<file path="config.mk">
export PLATFORM = sky130hd
export DESIGN_NAME = conv2d_window_gen
export DESIGN_NICKNAME = d
export VERILOG_FILES = /design/src/rtl/conv2d_window_pkg.sv /design/src/rtl/conv2d_window_gen_line_buffer_row.sv /design/src/rtl/conv2d_window_gen.sv
export SDC_FILE = /design/constraint.sdc
export NUM_CORES = 1
export LEC_CHECK = 0
export CELL_PAD_IN_SITES_DETAIL_PLACEMENT = 2
export CELL_PAD_IN_SITES_GLOBAL_PLACEMENT = 2
export CORE_ASPECT_RATIO = 1.2
export CORE_MARGIN = 4
export CORE_UTILIZATION = 45
export DETAILED_ROUTE_END_ITERATION = 16
export GPL_ROUTABILITY_DRIVEN = 0
export GPL_TIMING_DRIVEN = 0
export PLACE_DENSITY = 0.75
export SLEW_MARGIN = 20
export SYNTH_ARGS = -nofsm -noshare
export SYNTH_HDL_FRONTEND = slang
export SYNTH_SLANG_ARGS = --single-unit
</file>
<file path="constraint.sdc">
create_clock -name clock -period 3.6 [get_ports clock]
set_input_delay 0.36 -clock clock [delete_from_list [all_inputs] [get_ports clock]]
set_output_delay 0.36 -clock clock [all_outputs]
set_load 0.1 [all_outputs]
</file>
<file path="src/rtl/conv2d_window_pkg.sv">
// Shared types for the streaming 3x3 window generator: pixel/window typedefs,
// the frame-sequencing state enum and the border-padding helper.
package conv2d_window_pkg;

    localparam int FILT_DIM  = 3;
    localparam int PIXEL_W   = 16;
    localparam int TAP_FIRST = 0;
    localparam int TAP_LAST  = FILT_DIM - 1;

    typedef logic signed [PIXEL_W-1:0] pixel_t;
    typedef pixel_t [FILT_DIM-1:0][FILT_DIM-1:0] window_t;

    typedef enum logic [1:0] {
        FILL   = 2'd0,
        STREAM = 2'd1,
        FLUSH  = 2'd2
    } win_state_t;

    // A tap is padding when it falls on a window edge that lies outside the image.
    function automatic logic tap_is_pad(
        input logic top_edge,
        input logic bottom_edge,
        input logic left_edge,
        input logic right_edge,
        input int   row_idx,
        input int   col_idx
    );
        return (top_edge    && (row_idx == TAP_FIRST)) ||
               (bottom_edge && (row_idx == TAP_LAST))  ||
               (left_edge   && (col_idx == TAP_FIRST)) ||
               (right_edge  && (col_idx == TAP_LAST));
    endfunction

endpackage

</file>
<file path="src/rtl/conv2d_window_gen_line_buffer_row.sv">
// One image row of delay: a DEPTH-entry circular buffer that returns the value
// written DEPTH advances ago and overwrites it with the incoming one.
module line_buffer_row
    import conv2d_window_pkg::*;
#(
    parameter int DEPTH = 28
)(
    input  logic   clock,
    input  logic   reset,
    input  logic   advance,
    input  pixel_t wr_data,
    output pixel_t rd_data
);

    localparam int AW = (DEPTH > 1) ? $clog2(DEPTH) : 1;
    localparam logic [AW-1:0] PTR_LAST = AW'(DEPTH - 1);

    pixel_t          mem_r [DEPTH];
    logic [AW-1:0]   ptr_r;

    assign rd_data = mem_r[ptr_r];

    // Ring pointer, one step per advance.
    always_ff @(posedge clock) begin
        if (reset) begin
            ptr_r <= '0;
        end else if (advance) begin
            if (ptr_r == PTR_LAST) begin
                ptr_r <= '0;
            end else begin
                ptr_r <= ptr_r + 1'b1;
            end
        end
    end

    // Storage is deliberately not cleared; stale contents only reach padded taps.
    always_ff @(posedge clock) begin
        if (advance) begin
            mem_r[ptr_r] <= wr_data;
        end
    end

endmodule

</file>
<file path="src/rtl/conv2d_window_gen.sv">
// Streaming "same"-padded 3x3 window generator feeding the conv2D sum stage.
// Optional CONV2D_WINDOW_COORD_EN adds out_row/out_col center-coordinate outputs.
module conv2d_window_gen
    import conv2d_window_pkg::*;
#(
    parameter int filtDimension = 3,
    parameter int bitWidth      = 16,
    parameter int imgWidth      = 28,
    parameter int imgHeight     = 28
)(
    input  logic    clock,
    input  logic    reset,
    input  logic    in_valid,
    output logic    in_ready,
    input  pixel_t  in_data,
    output logic    out_valid,
    input  logic    out_ready,
    output window_t zeroedMatrix
`ifdef CONV2D_WINDOW_COORD_EN
    ,
    output logic [$clog2(imgHeight)-1:0] out_row,
    output logic [$clog2(imgWidth)-1:0]  out_col
`endif
);

    localparam int CW = $clog2(imgWidth);
    localparam int RW = $clog2(imgHeight);
    localparam logic [CW-1:0] COL_LAST = CW'(imgWidth - 1);
    localparam logic [RW-1:0] ROW_LAST = RW'(imgHeight - 1);

    if (filtDimension != FILT_DIM) begin : g_bad_filt
        $error("conv2d_window_gen: only filtDimension == 3 is supported");
    end
    if (bitWidth != PIXEL_W) begin : g_bad_width
        $error("conv2d_window_gen: bitWidth must match conv2d_window_pkg::PIXEL_W");
    end
    if ((imgWidth < 2) || (imgHeight < 2)) begin : g_bad_dims
        $error("conv2d_window_gen: imgWidth and imgHeight must both be >= 2");
    end

    win_state_t    state_r;
    win_state_t    next_state_s;
    logic [CW-1:0] in_col_r;
    logic [RW-1:0] in_row_r;
    logic [CW-1:0] ctr_col_r;
    logic [RW-1:0] ctr_row_r;
    logic          in_ready_s;
    logic          accept_s;
    logic          load_s;
    logic          advance_s;
    logic          out_valid_r;
    pixel_t        new_pix_s;
    pixel_t        lb1_rd_s;
    pixel_t        lb2_rd_s;
    window_t       taps_r;
    window_t       taps_next_s;
    window_t       masked_s;
    window_t       win_r;

    assign in_ready     = in_ready_s & ~reset;
    assign accept_s     = in_valid & in_ready_s & ~reset;
    assign advance_s    = accept_s | ((state_r == FLUSH) & load_s);
    assign new_pix_s    = (state_r == FLUSH) ? pixel_t'(16'sd0) : in_data;
    assign out_valid    = out_valid_r;
    assign zeroedMatrix = win_r;

    // Frame sequencing: decides when inputs are taken and when a window loads.
    always_comb begin
        next_state_s = state_r;
        in_ready_s   = 1'b0;
        load_s       = 1'b0;
        case (state_r)
            FILL: begin
                in_ready_s = 1'b1;
                if (in_valid && (in_row_r == RW'(1)) && (in_col_r == CW'(0))) begin
                    next_state_s = STREAM;
                end else begin
                    next_state_s = FILL;
                end
            end
            STREAM: begin
                in_ready_s = ~out_valid_r | out_ready;
                load_s     = in_valid & in_ready_s;
                if (load_s && (in_row_r == ROW_LAST) && (in_col_r == COL_LAST)) begin
                    next_state_s = FLUSH;
                end else begin
                    next_state_s = STREAM;
                end
            end
            FLUSH: begin
                load_s = ~out_valid_r | out_ready;
                if (load_s && (ctr_row_r == ROW_LAST) && (ctr_col_r == COL_LAST)) begin
                    next_state_s = FILL;
                end else begin
                    next_state_s = FLUSH;
                end
            end
            default: begin
                next_state_s = FILL;
            end
        endcase
    end

    // State register.
    always_ff @(posedge clock) begin
        if (reset) begin
            state_r <= FILL;
        end else begin
            state_r <= next_state_s;
        end
    end

    // Raster position of the next pixel to be accepted.
    always_ff @(posedge clock) begin
        if (reset) begin
            in_col_r <= '0;
            in_row_r <= '0;
        end else if (accept_s) begin
            if (in_col_r == COL_LAST) begin
                in_col_r <= '0;
                in_row_r <= (in_row_r == ROW_LAST) ? '0 : in_row_r + 1'b1;
            end else begin
                in_col_r <= in_col_r + 1'b1;
            end
        end
    end

    // Center coordinate of the next window to load; also drives the padding mask.
    always_ff @(posedge clock) begin
        if (reset) begin
            ctr_col_r <= '0;
            ctr_row_r <= '0;
        end else if (load_s) begin
            if (ctr_col_r == COL_LAST) begin
                ctr_col_r <= '0;
                ctr_row_r <= (ctr_row_r == ROW_LAST) ? '0 : ctr_row_r + 1'b1;
            end else begin
                ctr_col_r <= ctr_col_r + 1'b1;
            end
        end
    end

    line_buffer_row #(.DEPTH(imgWidth)) u_lb_near (
        .clock   (clock),
        .reset   (reset),
        .advance (advance_s),
        .wr_data (new_pix_s),
        .rd_data (lb1_rd_s)
    );

    line_buffer_row #(.DEPTH(imgWidth)) u_lb_far (
        .clock   (clock),
        .reset   (reset),
        .advance (advance_s),
        .wr_data (lb1_rd_s),
        .rd_data (lb2_rd_s)
    );

    // Shift taps left; the new right column is {two rows up, one row up, current}.
    always_comb begin
        taps_next_s = taps_r;
        for (int i = 0; i < FILT_DIM; i++) begin
            for (int j = 0; j < FILT_DIM - 1; j++) begin
                taps_next_s[i][j] = taps_r[i][j+1];
            end
        end
        taps_next_s[0][TAP_LAST] = lb2_rd_s;
        taps_next_s[1][TAP_LAST] = lb1_rd_s;
        taps_next_s[2][TAP_LAST] = new_pix_s;
    end

    // Zero every tap whose position lies outside the image for this center.
    always_comb begin
        masked_s = taps_next_s;
        for (int i = 0; i < FILT_DIM; i++) begin
            for (int j = 0; j < FILT_DIM; j++) begin
                if (tap_is_pad(ctr_row_r == RW'(0), ctr_row_r == ROW_LAST,
                               ctr_col_r == CW'(0), ctr_col_r == COL_LAST, i, j)) begin
                    masked_s[i][j] = pixel_t'(16'sd0);
                end else begin
                    masked_s[i][j] = taps_next_s[i][j];
                end
            end
        end
    end

    // Tap shift register.
    always_ff @(posedge clock) begin
        if (reset) begin
            taps_r <= '0;
        end else if (advance_s) begin
            taps_r <= taps_next_s;
        end
    end

    // Output window register: loads on a slot, holds under backpressure.
    always_ff @(posedge clock) begin
        if (reset) begin
            out_valid_r <= 1'b0;
            win_r       <= '0;
        end else if (load_s) begin
            out_valid_r <= 1'b1;
            win_r       <= masked_s;
        end else if (out_ready) begin
            out_valid_r <= 1'b0;
        end
    end

`ifdef CONV2D_WINDOW_COORD_EN
    logic [RW-1:0] out_row_r;
    logic [CW-1:0] out_col_r;

    assign out_row = out_row_r;
    assign out_col = out_col_r;

    // Center coordinate registered alongside the window it describes.
    always_ff @(posedge clock) begin
        if (reset) begin
            out_row_r <= '0;
            out_col_r <= '0;
        end else if (load_s) begin
            out_row_r <= ctr_row_r;
            out_col_r <= ctr_col_r;
        end
    end
`endif

endmodule

</file>
==> impl_metrics.py, run 1 <==
metrics = {
    "job": {
        "cap_violations": 0,
    },
    "sta": {
        "relSlewSlack_pct": 22.9,
        "setup_viol": 0,
        "setup_slack_ps": 62.1,
        "fin_setup_tns_ps": 0,
        "fin_skew_ps": 44.9,
        "min_period_over_period_pct": 98.3,
        "max_freq_ghz": 0.283,
        "finalCriticalPeriod_ps": 3540,
        "slew_viol_final": 0,
        "rsz0062_at_grt": "false",
        "hold_viol": 0,
        "worst_pin_slew_ps": 1140,
    },
    "critical_path": {
        "critPathTopFamily": "simple AND/OR/NAND/NOR gates",
        "critPathMaxFanout": 29,
        "critical_path_class": "reg -> reg",
        "cp.required_ps": 3980,
        "crit_arrival_ps": 3920,
        "crit_chain": "buf_4 > buf_2 > buf_2 > mux4_2 > o22ai_1 > nor2_1 > and2_2",
        "cp_slowest_cell": "and2_2",
        "worstSetupEndpointType": "flip-flop",
        "max_stage_delay_ps": 760,
        "start_kind": "flip-flop",
        "cp_num_buf_inv": 3,
        "cp_common_cell": "buf_2",
    },
    "cts": {
        "clk_pin_slew_ps": 60,
        "htreeDepth": 3,
        "clock_latency_ps": 720,
        "cts_max_path_buffers": 3,
        "cts-buffers-inserted": 117,
        "root_buffer": "clkbuf_16",
        "cts_tree": "done",
        "cts.sinks": 1179,
        "hold_buffers": 0,
    },
    "placement": {
        "dp_hpwl_mm": 104,
        "post_dp_cell_area_um2": 48900,
        "port_buffers": 165,
        "pre_cts_slack_ps": -590,
    },
    "global_routing": {
        "antenna_found_initial": 2,
        "grt_max_degree": 31,
        "grt_pass1_wl_mm": 230,
        "overflow": 0,
        "track_usage_pct": 30.6,
        "grt_pass1_vias": 30800,
    },
    "floorplanning": {
        "coreArea_um2": 98200,
        "dieArea_um2": 104000,
        "die_x_um": 295,
        "ios": 166,
        "fp-row-count": 126,
        "floorplan.initialDensity_pct": 45.3,
        "chipHeight_um": 352,
    },
    "finish": {
        "fin_area_um2": 53300,
        "drive_above_1_share_pct": 17.8,
        "antennaDiodeCount": 0,
        "fin_nets": 3140,
        "area_growth_syn_to_layout_pct": 19.8,
    },
    "route": {
        "drtIter0Drc": 2674,
        "drc": 0,
        "drt-total-wl_mm": 160,
        "avgViaCountPerCell": 6.23,
        "drtPass1Iterations": 5,
        "vias": 27900,
        "drt.antenna.violating_nets": 0,
        "wl_per_cell_um": 35.8,
    },
    "synth": {
        "ys_top_cells_by_count": "896 x edfxtp_1, 283 x dfxtp_1, 239 x nand2_1",
        "synth_seq_area_share_pct": 73.2,
        "yosysWarnings": 0,
        "synth_area_per_cell_um2": 16.2,
        "synth_area_leader_cell": "edfxtp_1",
        "synth_cells": 2740,
        "synth_edf_count": 896,
        "ys_ff_latch": 1179,
        "ys_top_cells_by_area": "edfxtp_1 60%, dfxtp_1 13%, mux4_2 6.7%",
        "synth_fp_nets": 2780,
        "synthFlopType": "edfxtp_1",
        "async_flop_share_pct": 0,
        "netlist.area_leader.share_pct": 60.5,
        "yosysMostFrequentCell": "edfxtp_1",
        "yosys.cell_types.count": 59,
        "post_synth_instance_area_um2": 44500,
    },
    "power_and_ir_drop": {
        "p_per_area_nw_per_um2": 535,
        "p_leak_nw": 17.1,
        "ir_drop_mv": 0.467,
    },
    "outcome": {
        "status": "finished, final reports clean",
    },
    "min_path": {
        "hold_class": "in -> reg",
    },
}
placed cells by master, fill, tap and decap left out, types with 23 or more instances in the layout:
cell type / n
clkbuf_16: 122
mux4_2: 132
dfxtp_1: 283
clkbuf_1: 115
buf_2: 52
a22oi_1: 65
a22o_1: 122
nand3_1: 87
buf_8: 35
nand2_1: 232
mux2i_1: 186
a21oi_1: 158
clkdlybuf4s50_1: 164
buf_12: 23
nor2_4: 50
inv_1: 26
edfxtp_1: 896
nor2_1: 46
power breakdown:
part           switching (mW)  total (mW)  internal, mW
Clock                    5.45        12.4          6.95
Combinational           0.928        1.30         0.373
Sequential             0.0714        14.8          14.8
Total                    6.45        28.5          22.1
path summary, 6_finish.rpt:
path                            endpoint       startpoint  slack [ps]  depth (start not counted)
hold reg to reg          taps_next_s[13]  taps_next_s[13]         460                          2
setup / recovery  u_lb_far.mem_r[21][14]        flip-flop          60                          7
setup reg to reg  u_lb_far.mem_r[21][14]        flip-flop          60                          7
hold / removal          taps_next_s[124]      in_data[12]         390                          4
cell families after synthesis:
kind of cell             Yosys count  synth area share [%]
adder cells (fa/ha/maj)           20                 0.562
buffers and inverters            190                  1.82
AO/OA/AOI/OAI                    448                  6.99
AND/OR/NAND/NOR                  550                  5.70
flip-flops                      1179                  73.2
multiplexers                     350                  11.7
XOR/XNOR                           3                0.0591
stage by stage:
stage          std cells  power (mW)  util, %  hold WS (ps)
2_1_floorplan       2740        15.7        -           432
3_3_place_gp        4185        16.2     48.6           438
3_5_place_dp        4237        16.4     49.8           452
4_1_cts             4474        28.5     54.1           346
5_1_grt             4480        29.3     54.3           373
6_report            4480        28.5     54.3           389
sequential cells by signal, indices dropped and copies added (netlist names), named ones only:
register / cells
zeroedMatrix: 144
state_r: 2
ctr_col_r: 5
masked_s: 16
ctr_row_r: 5
u_lb_near.ptr_r: 5
u_lb_far.mem_r: 448
in_col_r: 5
out_valid: 1
taps_next_s: 80
u_lb_near.mem_r: 448
u_lb_far.ptr_r: 5
in_row_r: 5
tightest hold or removal path, stage by stage:
cell and delay [ps]:
clkdlybuf4s50_1 400, nor2b_4 150, nand2_1 70, a21oi_1 60
what timing repair did:
action                                   CTS  global route
pin swaps                                 14             6
resized for setup                         54            18
buffers inserted                          18             6
endpoints found under the setup margin  1086           237
cell type report:
| class | instances | area, um2 |
|---|---|---|
| buffer | 163 | 733 |
| clock buffer | 176 | 3370 |
| clock inverter | 43 | 414 |
| fill | 8528 | 44900 |
| inverter | 27 | 101 |
| multi-input combinational | 1371 | 11700 |
| sequential | 1179 | 32600 |
| tap | 1280 | 1600 |
| timing repair buffer | 241 | 2840 |
layer usage:
layer  GRT usage, %  wire length [um]  vias to the layer above
li1               -                 -                    11400
met2           55.0             84400                     1205
met1           36.5             59600                    15000
met4           13.7              7890                        2
met5              0                13                        -
met3           4.07              8460                      336
No activity file was read; power rests on OpenSTA's default activity.
==> inputs of run 2 (changes only) <==
--- a/config.mk
+++ b/config.mk
@@ -8,12 +8,11 @@
 export CELL_PAD_IN_SITES_DETAIL_PLACEMENT = 2
 export CELL_PAD_IN_SITES_GLOBAL_PLACEMENT = 2
 export CORE_ASPECT_RATIO = 1.2
-export CORE_MARGIN = 4
-export CORE_UTILIZATION = 45
+export CORE_UTILIZATION = 41
 export DETAILED_ROUTE_END_ITERATION = 16
 export GPL_ROUTABILITY_DRIVEN = 0
 export GPL_TIMING_DRIVEN = 0
-export PLACE_DENSITY = 0.75
+export PLACE_DENSITY = 0.72
 export SLEW_MARGIN = 20
 export SYNTH_ARGS = -nofsm -noshare
 export SYNTH_HDL_FRONTEND = slang
==> constraint.sdc (replaced) <==
create_clock -name clock -period 3.1 [get_ports clock]
set_input_delay 0.31 -clock clock [delete_from_list [all_inputs] [get_ports clock]]
set_output_delay 0.31 -clock clock [all_outputs]
set_load 0.1 [all_outputs]
==> impl_metrics.py, run 2 (synthesis results as in run 1) <==
metrics = {
    "floorplanning": {
        "die_x_um": 303,
        "ios": 166,
        "chipHeight_um": 363,
        "fp-row-count": 132,
        "coreArea_um2": 108000,
        "dieArea_um2": 110000,
        "floorplan.initialDensity_pct": 41.3,
    },
    "global_routing": {
        "overflow": 0,
        "grt_pass1_wl_mm": 220,
        "grt_pass1_vias": 30100,
        "antenna_found_initial": 7,
        "grt_max_degree": 31,
        "track_usage_pct": 28.2,
    },
    "placement": {
        "dp_hpwl_mm": 104,
        "port_buffers": 165,
        "place_inst": 4369,
        "pre_cts_slack_ps": -1060,
    },
    "cts": {
        "cts_max_path_buffers": 3,
        "root_buffer": "clkbuf_16",
        "cts-buffers-inserted": 119,
        "cts.sinks": 1179,
        "hold_buffers": 0,
        "clk_pin_slew_ps": 60,
        "cts_tree": "done",
        "clock_latency_ps": 720,
        "htreeDepth": 3,
    },
    "critical_path": {
        "critPathMaxFanout": 10,
        "reg2reg_from": "state_r[0]",
        "cp_num_buf_inv": 4,
        "critical_path_class": "reg -> reg",
        "cp_common_cell": "buf_2",
        "cp.required_ps": 3630,
        "critPathTopFamily": "buffers and inverters",
        "start_kind": "flip-flop",
        "cp_slowest_cell": "a21oi_1",
        "crit_chain": "inv_1 > ha_1 > clkbuf_4 > nand3_2 > o31a_2 > buf_2 > buf_2 > nand2_1 > a21oi_1",
        "crit_arrival_ps": 3570,
        "worstSetupEndpointType": "flip-flop",
        "max_stage_delay_ps": 490,
        "crit_start": "state_r[0]",
    },
    "job": {
        "cap_violations": 0,
    },
    "sta": {
        "min_period_over_period_pct": 98.1,
        "finalCriticalPeriod_ps": 3040,
        "setup_slack_ps": 59.3,
        "setup_viol": 0,
        "relSlewSlack_pct": 29.2,
        "max_freq_ghz": 0.329,
        "rsz0062_at_grt": "true",
        "worst_pin_slew_ps": 1060,
        "fin_setup_tns_ps": 0,
        "slew_viol_final": 0,
        "fin_skew_ps": 31.9,
        "hold_viol": 0,
    },
    "route": {
        "drtPass1Iterations": 5,
        "vias": 27200,
        "drc": 0,
        "avgViaCountPerCell": 5.87,
        "drt-total-wl_mm": 154,
        "drt.antenna.violating_nets": 0,
        "wl_per_cell_um": 33.4,
        "drtIter0Drc": 2056,
    },
    "finish": {
        "fillers": 9726,
        "final_cell_mix": "896 x edfxtp_1, 283 x dfxtp_1, 231 x nand2_1, 186 x mux2i_1, 163 x clkdlybuf4s50_1",
        "area_growth_syn_to_layout_pct": 21.4,
        "fin_nets": 3158,
        "final_core_util_pct": 50.2,
        "final_common_cell": "edfxtp_1",
        "fin_cells": 4631,
        "drive_above_1_share_pct": 19.3,
    },
    "power_and_ir_drop": {
        "ir_drop_mv": 0.554,
        "p_leak_nw": 17.4,
        "p_per_area_nw_per_um2": 623,
        "total_power_mw": 33.6,
    },
    "min_path": {
        "hold_class": "in -> reg",
        "min-delay-start": "in_data[6]",
    },
    "outcome": {
        "status": "finished, final reports clean",
    },
}
==> run 2: cell types whose count changed in the layout (fill, tap and decap cells not counted), sizes merged <==
cell / change
clkinv: +5
diode: +2
buf: +11
clkdlybuf4s15: -2
bufinv: +7
clkinvlp: -1
clkbuf: +2
clkdlybuf4s50: -1
dlygate4sd2: -1
inv: +2
==> run 2: worst paths after layout <==
path | to | slack, ps | cells after the start
worst min register to register | zeroedMatrix[125] | 460 | 2
worst min-delay path | taps_next_s[118] | 350 | 4
worst max register to register | flip-flop | 60 | 9
worst max-delay path | flip-flop | 60 | 9
==> run 2: final cells by class <==
cell class	count	area [um2]	share of cell area, %
Antenna cell	2	5.00	0.00926
Multi-Input combinational cell	1371	11800	21.9
Tap cell	1407	1760	3.26
Timing Repair Buffer	259	3020	5.59
Clock inverter	56	641	1.19
Sequential cell	1179	32600	60.3
Clock buffer	169	3330	6.16
Buffer	161	785	1.45
Inverter	27	101	0.188
==> run 2: metal layers <==
| layer | GRT usage, % | vias up | wire length (um) | share of wire [%] |
|---|---|---|---|---|
| met5 | 0 | - | 25 | 0.016 |
| met4 | 11.5 | 6 | 6300 | 4.1 |
| met3 | 3.40 | 309 | 6530 | 4.2 |
| met2 | 51.6 | 836 | 82900 | 54 |
| li1 | - | 11400 | - | - |
| met1 | 33.1 | 14600 | 58700 | 38 |
==> run 2: what timing repair did <==
| action | 4_1_cts | 5_1_grt |
|---|---|---|
| setup buffers | 32 | 5 |
| gates resized for setup | 103 | 33 |
| endpoints found under the setup margin | 1476 | 470 |
| pin swaps | 22 | 1 |
| gates cloned | 0 | 0 |
==> run 2: tightest hold or removal path, stage by stage <==
cell	delay, ps
clkdlybuf4s50_1	430
nor2b_4	160
nand2_1	60
a21oi_1	50
==> run 2: per-stage QoR <==
step	cell area (um2)	hold slack [ps]
final	54000	354
after global routing	54000	347
after CTS	53900	328
after detailed placement	49100	447
after global placement	47900	440
after floorplan	44500	432
==> run 2: report_power, final <==
group	switching, mW	leakage (nW)	internal, mW	total, mW
registers	0.0734	10.4	17.1	17.2
clock network	6.28	1.94	8.62	14.9
logic	1.07	5.12	0.469	1.54
==> inputs of run 3 (changes only) <==
--- a/config.mk
+++ b/config.mk
@@ -8,11 +8,11 @@
 export CELL_PAD_IN_SITES_DETAIL_PLACEMENT = 2
 export CELL_PAD_IN_SITES_GLOBAL_PLACEMENT = 2
 export CORE_ASPECT_RATIO = 1.2
-export CORE_UTILIZATION = 41
+export CORE_UTILIZATION = 45
 export DETAILED_ROUTE_END_ITERATION = 16
 export GPL_ROUTABILITY_DRIVEN = 0
 export GPL_TIMING_DRIVEN = 0
-export PLACE_DENSITY = 0.72
+export PLACE_DENSITY = 0.75
 export SLEW_MARGIN = 20
 export SYNTH_ARGS = -nofsm -noshare
 export SYNTH_HDL_FRONTEND = slang
==> constraint.sdc (replaced) <==
create_clock -name clock -period 3.21 [get_ports clock]
set_input_delay 0.321 -clock clock [delete_from_list [all_inputs] [get_ports clock]]
set_output_delay 0.321 -clock clock [all_outputs]
set_load 0.1 [all_outputs]
==> impl_metrics.py, run 3 (synthesis results as in run 1) <==
metrics = {
    "global_routing": {
        "grt_max_degree": 31,
        "track_usage_pct": 31.7,
        "antenna_found_initial": 1,
        "overflow": 0,
        "grt_pass1_wl_mm": 225,
        "grt_pass1_vias": 30400,
    },
    "floorplanning": {
        "die_x_um": 289,
        "fp-row-count": 126,
        "chipHeight_um": 346,
        "coreArea_um2": 98200,
        "ios": 166,
        "dieArea_um2": 100000,
        "floorplan.initialDensity_pct": 45.3,
    },
    "outcome": {
        "violations": "negative setup slack",
        "status": "complete, but fails checks",
    },
    "sta": {
        "worst_pin_slew_ps": 1120,
        "max_freq_ghz": 0.309,
        "hold_viol": 0,
        "setup_slack_ps": -29.2,
        "fin_setup_tns_ps": -206,
        "rsz0062_at_grt": "true",
        "fin_skew_ps": 56.1,
        "finalCriticalPeriod_ps": 3240,
        "slew_viol_final": 0,
        "setup_viol": 13,
        "min_period_over_period_pct": 101,
        "relSlewSlack_pct": 25.0,
        "fin_hold_ws_ps": 339,
    },
    "cts": {
        "root_buffer": "clkbuf_16",
        "cts_max_path_buffers": 3,
        "htreeDepth": 3,
        "cts_tree": "done",
        "clock_latency_ps": 720,
        "cts-buffers-inserted": 118,
        "clk_pin_slew_ps": 70,
        "cts.sinks": 1179,
    },
    "finish": {
        "final_common_cell": "edfxtp_1",
        "fillers": 8564,
        "area_growth_syn_to_layout_pct": 20.6,
        "final_cell_mix": "896 x edfxtp_1, 283 x dfxtp_1, 231 x nand2_1, 186 x mux2i_1, 164 x clkdlybuf4s50_1",
        "fin_nets": 3141,
        "drive_above_1_share_pct": 19.0,
        "fin_area_um2": 53600,
        "final_core_util_pct": 54.6,
    },
    "critical_path": {
        "max_stage_delay_ps": 560,
        "crit_arrival_ps": 3810,
        "cp_slowest_cell": "a21oi_1",
        "critPathMaxFanout": 19,
        "cp_common_cell": "a21oi_1",
        "start_kind": "flip-flop",
        "cp.required_ps": 3780,
        "worstSetupEndpointType": "flip-flop",
        "critical_path_class": "reg -> reg",
        "crit_chain": "inv_1 > ha_1 > a21oi_1 > o31a_1 > clkbuf_4 > buf_2 > nand2_1 > a21oi_1",
    },
    "placement": {
        "port_buffers": 165,
        "pre_cts_slack_ps": -970,
        "dp_hpwl_mm": 102,
        "post_dp_cell_area_um2": 48800,
    },
    "power_and_ir_drop": {
        "p_per_area_nw_per_um2": 615,
        "ir_drop_mv": 0.520,
        "p_leak_nw": 17.3,
    },
    "route": {
        "avgViaCountPerCell": 6.14,
        "drtPass1Iterations": 5,
        "highest_layer": "met4",
        "drt-total-wl_mm": 159,
        "drtIter0Drc": 2506,
        "wl_per_cell_um": 35.5,
        "drc": 0,
        "routed-wl-met2_mm": 85.1,
        "drt-met1-wl_mm": 59.7,
        "dr_wl_met3_mm": 7.38,
        "vias": 27500,
        "drt.antenna.violating_nets": 0,
    },
    "job": {
        "cap_violations": 0,
    },
    "min_path": {
        "hold_class": "in -> reg",
    },
}
==> run 3: timing repair <==
item / in CTS / in global routing
pin swaps: 15 / 8
gates resized for setup: 90 / 20
cloned: 0 / 0
hold buffers: 0 / 0
endpoints found under the setup margin: 1480 / 264
hold endpoints to repair: 0 / 0
buffers inserted: 19 / 10
==> run 3: routing by layer <==
| layer | GRT usage [%] | up-vias |
|---|---|---|
| met5 | 0 | - |
| met4 | 13.3 | 0 |
| met3 | 3.31 | 300 |
| li1 | - | 11400 |
| met1 | 38.0 | 14800 |
| met2 | 57.4 | 1075 |
==> run 3: critical path: cells and delay by family, from the launching register on <==
kind                       cells  cell delay, ps
AOI/OAI and AO/OA              3            1410
adders and majority gates      1             250
buffers and inverters          3             950
DFF                            1             380
and+or+nand+nor                1             100
==> run 3: final cells by class <==
type | count | area [um2] | area share (%)
inverters | 27 | 101 | 0.189
clock inverters | 73 | 922 | 1.72
diodes | 1 | 2.50 | 0.00466
multi-input cells | 1371 | 11800 | 21.9
plain buffers | 161 | 757 | 1.41
well taps | 1280 | 1600 | 2.99
clock buffers | 148 | 3170 | 5.91
flip-flops and latches | 1179 | 32600 | 60.7
repair buffers | 243 | 2770 | 5.16
==> run 3: final timing paths <==
kind,startpoint,end,slack (ps),cells after the start
min,in_data[12],taps_next_s[124],340,4
max,state_r[0],flip-flop,-30,8
max reg2reg,state_r[0],flip-flop,-30,8
min reg2reg,zeroedMatrix[118],zeroedMatrix[118],460,2
==> run 3: where the power goes <==
group | switching, mW | internal, mW | leakage, nW | total, mW
clock | 6.32 | 8.62 | 2.02 | 14.9
sequential | 0.0824 | 16.5 | 10.4 | 16.6
combinational | 1.03 | 0.424 | 4.94 | 1.46
total | 7.43 | 25.6 | 17.3 | 33.0
==> run 3: metrics by stage <==
| stage | cells | power [mW] |
|---|---|---|
| 2_1_floorplan | 2740 | 17.6 |
| 3_3_place_gp | 4185 | 18.2 |
| 3_5_place_dp | 4234 | 18.3 |
| 4_1_cts | 4472 | 33.1 |
| 5_1_grt | 4482 | 33.7 |
| 6_report | 4483 | 33.0 |
